[config.mk]
export PLATFORM = sky130hd
export DESIGN_NAME = cache_mem_arbiter_flat
export DESIGN_NICKNAME = d
export VERILOG_FILES = /design/src/rtl/cache_mem_arbiter_if.sv /design/src/rtl/cache_mem_arbiter.sv /design/src/flat_wrapper.sv
export SDC_FILE = /design/constraint.sdc
export NUM_CORES = 1
export LEC_CHECK = 0
export CORE_AREA = 2 2 103 105
export CTS_BUF_LIST = sky130_fd_sc_hd__clkbuf_16
export DETAILED_ROUTE_END_ITERATION = 8
export DIE_AREA = 0 0 105 107
export GPL_TIMING_DRIVEN = 0
export SYNTH_ARGS = -nofsm -noshare
export SYNTH_HDL_FRONTEND = slang
export SYNTH_SLANG_ARGS = --single-unit
[constraint.sdc]
create_clock -name CLK -period 1.85 [get_ports CLK]
set_clock_uncertainty 0.1 [all_clocks]
set_input_delay 0.555 -clock CLK [delete_from_list [all_inputs] [get_ports CLK]]
set_output_delay 0.555 -clock CLK [all_outputs]
set_load 0.02 [all_outputs]
[src/rtl/cache_mem_arbiter_if.sv]
// Cache-pair / RAM bus bundle for cache_mem_arbiter.
// slave is the arbiter's view; master is the caches-plus-RAM environment.
interface cache_mem_arbiter_if #(
  parameter int unsigned ADDR_W = 32
);
  logic              iREN;
  logic [ADDR_W-1:0] iaddr;
  logic              iwait;
  logic [31:0]       iload;

  logic              dREN;
  logic              dWEN;
  logic [ADDR_W-1:0] daddr;
  logic [31:0]       dstore;
  logic              dwait;
  logic [31:0]       dload;

  logic              ramREN;
  logic              ramWEN;
  logic [ADDR_W-1:0] ramaddr;
  logic [31:0]       ramstore;
  logic [31:0]       ramload;
  logic [1:0]        ramstate;

  modport slave (
    input  iREN, iaddr, dREN, dWEN, daddr, dstore, ramload, ramstate,
    output iwait, iload, dwait, dload, ramREN, ramWEN, ramaddr, ramstore
  );

  modport master (
    output iREN, iaddr, dREN, dWEN, daddr, dstore, ramload, ramstate,
    input  iwait, iload, dwait, dload, ramREN, ramWEN, ramaddr, ramstore
  );
endinterface

[src/rtl/cache_mem_arbiter.sv]
// Two-requester RAM arbiter: dcache priority, one word per grant.
// Define CACHE_ARB_STARVE_GUARD_EN to bound icache wait to STARVE_LIMIT dcache completions.
module cache_mem_arbiter #(
  parameter int unsigned ADDR_W       = 32,
  parameter int unsigned STARVE_LIMIT = 4
) (
  input logic                 CLK,
  input logic                 RST,
  cache_mem_arbiter_if.slave  bus
);

  localparam logic [1:0] RamAccess = 2'd2;

  typedef enum logic [1:0] {StIdle, StIgnt, StDgnt} state_e;

  state_e state_q;
  logic   d_req;
  logic   ram_access;
  logic   i_done;
  logic   d_done;
  logic   i_force;

  assign d_req      = bus.dREN | bus.dWEN;
  assign ram_access = (bus.ramstate == RamAccess);
  // Completion requires the request to still be live; a dropped request never sees a pulse.
  assign i_done     = (state_q == StIgnt) && bus.iREN && ram_access;
  assign d_done     = (state_q == StDgnt) && d_req && ram_access;

`ifdef CACHE_ARB_STARVE_GUARD_EN
  logic [2:0] starve_cnt_q;

  assign i_force = bus.iREN && (starve_cnt_q == 3'(STARVE_LIMIT));

  always_ff @(posedge CLK) begin
    if (RST) begin
      starve_cnt_q <= 3'd0;
    end else if (!bus.iREN || i_done) begin
      starve_cnt_q <= 3'd0;
    end else if (d_done && (starve_cnt_q != 3'd7)) begin
      starve_cnt_q <= starve_cnt_q + 3'd1;
    end
  end
`else
  logic unused_starve_limit;

  assign i_force             = 1'b0;
  assign unused_starve_limit = ^STARVE_LIMIT;
`endif

  always_ff @(posedge CLK) begin
    if (RST) begin
      state_q <= StIdle;
    end else begin
      unique case (state_q)
        StIdle: begin
          if (i_force) begin
            state_q <= StIgnt;
          end else if (d_req) begin
            state_q <= StDgnt;
          end else if (bus.iREN) begin
            state_q <= StIgnt;
          end
        end
        StIgnt:  if (!bus.iREN || ram_access) state_q <= StIdle;
        StDgnt:  if (!d_req || ram_access) state_q <= StIdle;
        default: state_q <= StIdle;
      endcase
    end
  end

  // RAM side follows the granted requester's live inputs so per-word address changes pass through.
  always_comb begin
    bus.iwait    = 1'b1;
    bus.iload    = 32'd0;
    bus.dwait    = 1'b1;
    bus.dload    = 32'd0;
    bus.ramREN   = 1'b0;
    bus.ramWEN   = 1'b0;
    bus.ramaddr  = {ADDR_W{1'b0}};
    bus.ramstore = 32'd0;
    unique case (state_q)
      StIgnt: begin
        bus.ramaddr = bus.iaddr;
        bus.ramREN  = bus.iREN;
        if (i_done) begin
          bus.iwait = 1'b0;
          bus.iload = bus.ramload;
        end
      end
      StDgnt: begin
        bus.ramaddr = bus.daddr;
        if (bus.dWEN) begin
          bus.ramWEN   = 1'b1;
          bus.ramstore = bus.dstore;
        end else begin
          bus.ramREN = bus.dREN;
        end
        if (d_done) begin
          bus.dwait = 1'b0;
          bus.dload = bus.ramload;
        end
      end
      default: ;
    endcase
  end

endmodule
[src/flat_wrapper.sv]
// flat-port wrapper written by rule: the top's interface ports become plain ports
module cache_mem_arbiter_flat 
#(
  parameter int unsigned ADDR_W       = 32,
  parameter int unsigned STARVE_LIMIT = 4
)
  (CLK, RST, bus_iREN, bus_iaddr, bus_dREN, bus_dWEN, bus_daddr, bus_dstore, bus_ramload, bus_ramstate, bus_iwait, bus_iload, bus_dwait, bus_dload, bus_ramREN, bus_ramWEN, bus_ramaddr, bus_ramstore);
  cache_mem_arbiter_if #(.ADDR_W(ADDR_W)) bus_i ();
  input logic CLK;
  input logic RST;
  input wire logic [$bits(bus_i.iREN)-1:0] bus_iREN;
  input wire logic [$bits(bus_i.iaddr)-1:0] bus_iaddr;
  input wire logic [$bits(bus_i.dREN)-1:0] bus_dREN;
  input wire logic [$bits(bus_i.dWEN)-1:0] bus_dWEN;
  input wire logic [$bits(bus_i.daddr)-1:0] bus_daddr;
  input wire logic [$bits(bus_i.dstore)-1:0] bus_dstore;
  input wire logic [$bits(bus_i.ramload)-1:0] bus_ramload;
  input wire logic [$bits(bus_i.ramstate)-1:0] bus_ramstate;
  output wire logic [$bits(bus_i.iwait)-1:0] bus_iwait;
  output wire logic [$bits(bus_i.iload)-1:0] bus_iload;
  output wire logic [$bits(bus_i.dwait)-1:0] bus_dwait;
  output wire logic [$bits(bus_i.dload)-1:0] bus_dload;
  output wire logic [$bits(bus_i.ramREN)-1:0] bus_ramREN;
  output wire logic [$bits(bus_i.ramWEN)-1:0] bus_ramWEN;
  output wire logic [$bits(bus_i.ramaddr)-1:0] bus_ramaddr;
  output wire logic [$bits(bus_i.ramstore)-1:0] bus_ramstore;
  assign bus_i.iREN = bus_iREN;
  assign bus_i.iaddr = bus_iaddr;
  assign bus_i.dREN = bus_dREN;
  assign bus_i.dWEN = bus_dWEN;
  assign bus_i.daddr = bus_daddr;
  assign bus_i.dstore = bus_dstore;
  assign bus_i.ramload = bus_ramload;
  assign bus_i.ramstate = bus_ramstate;
  assign bus_iwait = bus_i.iwait;
  assign bus_iload = bus_i.iload;
  assign bus_dwait = bus_i.dwait;
  assign bus_dload = bus_i.dload;
  assign bus_ramREN = bus_i.ramREN;
  assign bus_ramWEN = bus_i.ramWEN;
  assign bus_ramaddr = bus_i.ramaddr;
  assign bus_ramstore = bus_i.ramstore;
  cache_mem_arbiter #(.ADDR_W(ADDR_W), .STARVE_LIMIT(STARVE_LIMIT)) u_core (.CLK(CLK), .RST(RST), .bus(bus_i));
endmodule
==> metrics.csv <==
metric,value,unit
outcome,finished with violations,
failing checks,setup timing,
unrepaired setup endpoints after global routing,yes,
Wirelength per Cell,15.5,um
Setup Viol. Count Final,132,
Critical R2R Launch,u_core.state_q[1],
Placed Cells,617,
PortBufs,266,
Root Driver,clkbuf_16,
Die Ht,107,um
Final min period,2.23,ns
initial antenna violation count,0,
Pint,1.37,mW
worst skew pair latency,0.22,ns
total negative slack,-39.04,ns
Final Instance Count excl. Fillers,647,
Hold Path Depth,2,
Cells after Synth,215,
area of the die,11200,um^2
Die X,105,um
First-pass DRT Iterations,3,
largest reg by FF count,u_core.state_q,
combinational group share of total power,0.816,
Max rail drop VDD,0.338,mV
ant diodes,0,
first element of the critical path,bus_dWEN,
Core Footprint,10100,um^2
Worst Hold Class,flop to flop,
vias in the first global route,2884,
Final HPWL DP,7.73,mm
post-synthesis net count,354,
post-route cell area,5740,um^2
Crit Path Category,input port to output port,
crit-path cells,buf_12 > or2_4 > and4_4 > clkbuf_8 > and2_4 > buf_6,
initial drt markers,65,
Num CTS Buffers,3,
"slowest stage cell, crit path",or2_4,
Final Hold Viols,0,
Worst path depth,6,
routability cong.,0.770,
max_cap viols,0,
fin. max-slew vios,0,
Crit. End Element,output port,
ANT nets after route,0,
sequential power share,0.030,
Place WS,-1.52,ns
crit path DAT,1.57,ns
reg2reg path depth,8,
register area,47.5,um^2
NetSw,712,uW
leakage,2.43,nW
synthesized area,1420,um^2
first-pass GRT wire length,14.6,mm
Yosys top cell area share,0.286,
FILL cells,925,
Least-Margin Pin Slew,0.381,ns
Area Overhead vs Synth,304,%
fmax,449,MHz
TritonCTS clock tree,yes,
ranking of synthesized cells by area,"and2_1, a22oi_1, nor2b_1",
Multi-input gate area,1920,um^2
slack of the critical path,-0.376,ns
critical path buffer and inverter count,3,
Avg Synthesized Cell Area,6.61,um^2
worst hold start,u_core.state_q[0],
hold slack,0.437,ns
Nets,652,
Power Dens Cells,362,nW/um^2
Clock power frac,0.154,
# DRC,0,
layout cells sized above 1,0.714,
grt ovf,0,
vias per cell,4.25,
initial core utilization,0.141,
sw frac,0.342,
CTS H-tree depth,1,
Total Power,2.08,mW
sequential-to-total area share from yosys stat,0.0282,
Crit path largest cell delay,0.24,ns
clock-pin slew on the worst setup and hold paths,0.03,ns
"delay-heaviest family, CP",simple AND/OR/NAND/NOR gates,
top flop regs,u_core.state_q (2),
Worst Path Required,1.19,ns
"flops & latches, synth",2,
slew margin rel.,0.746,
Synth cell types,28,
Synth Warn #,0,
"commonest non-fill, non-tap cell in the layout",buf_6,
Total GRT Usage,0.158,
row cnt,37,
max reg flops,2,
routed vias,2750,
fin util,0.569,
Clock Path Buffers,2,
crit start category,input port,
Routed WL,10.0,mm
worst-path maximum fanout,9,
largest area contributor in the netlist,and2_1,
"commonest cells after routing, fill and taps aside","buf_6, clkdlybuf4s50_1, and2_4",
fin crit share,1.20,
Placed Area,4730,um^2
Clock Sinks,2,
total I/O pin count,267,
largest net degree at the start of global routing,11,
path summary, 6_finish.rpt:
check	to	slack (ns)
setup / recovery	bus_dload[13]	-0.38
hold / removal	u_core.state_q[0]	0.44
setup reg to reg	u_core.state_q[0]	0.20
hold reg to reg	u_core.state_q[0]	0.44
synth_stat cells (all sizes together):
master,instances
a22oi,32
a21boi,1
ha,4
nand2,3
nor2b,32
clkbuf,18
nor2,4
and4,1
inv,4
or3b,1
dfxtp,2
and2b,1
a221oi,1
nand3b,2
buf,5
or2,1
o2111ai,1
and2,65
a21oi,1
nand2b,1
nand3,1
and3,33
o311ai,1
final cells by class:
type                       count  share of cell area
multi-input combinational    186               0.335
sequential                     2             0.00828
buffer                        20              0.0473
tap                          136              0.0296
timing repair buffer         296               0.562
inverter                       4             0.00479
clock buffer                   3              0.0131
cell families after synthesis:
logic type	synth area share
buf+inv	0.0802
flops	0.0282
simple gates	0.655
compound gates	0.201
fa+ha+maj	0.0352
worst min-delay path, delay by kind of cell (launching register included):
kind	cells	cell delay (ns)
flip-flops	1	0.36
AO/OA/AOI/OAI	1	0.05
buffers and inverters	1	0.08
repair_timing:
item	in CTS	in global routing
endpoints found under the hold margin	0	0
cloned	7	5
hold buffers	0	0
gates resized for setup	853	77
pin swaps	38	18
buffers inserted	12	6
endpoints found under the setup margin	134	132
power groups by stage:
stage | sequential (mW) | combinational [mW] | clock, mW
2_1_floorplan | 0.0544 | 0.645 | 0
3_3_place_gp | 0.0554 | 1.24 | 0
3_5_place_dp | 0.0554 | 1.25 | 0
4_1_cts | 0.0611 | 1.48 | 0.329
5_1_grt | 0.0647 | 1.79 | 0.326
6_report | 0.0634 | 1.70 | 0.320
per-layer routing:
layer,track usage,up-vias,wire (um),part of all wire
met2,0.335,140,5840,0.58
met5,0,-,0,0
met3,0.0334,8,724,0.072
met4,0.0276,0,87,0.0087
li1,-,1336,-,-
met1,0.156,1266,3380,0.34
(Power assumes the default switching activity.)
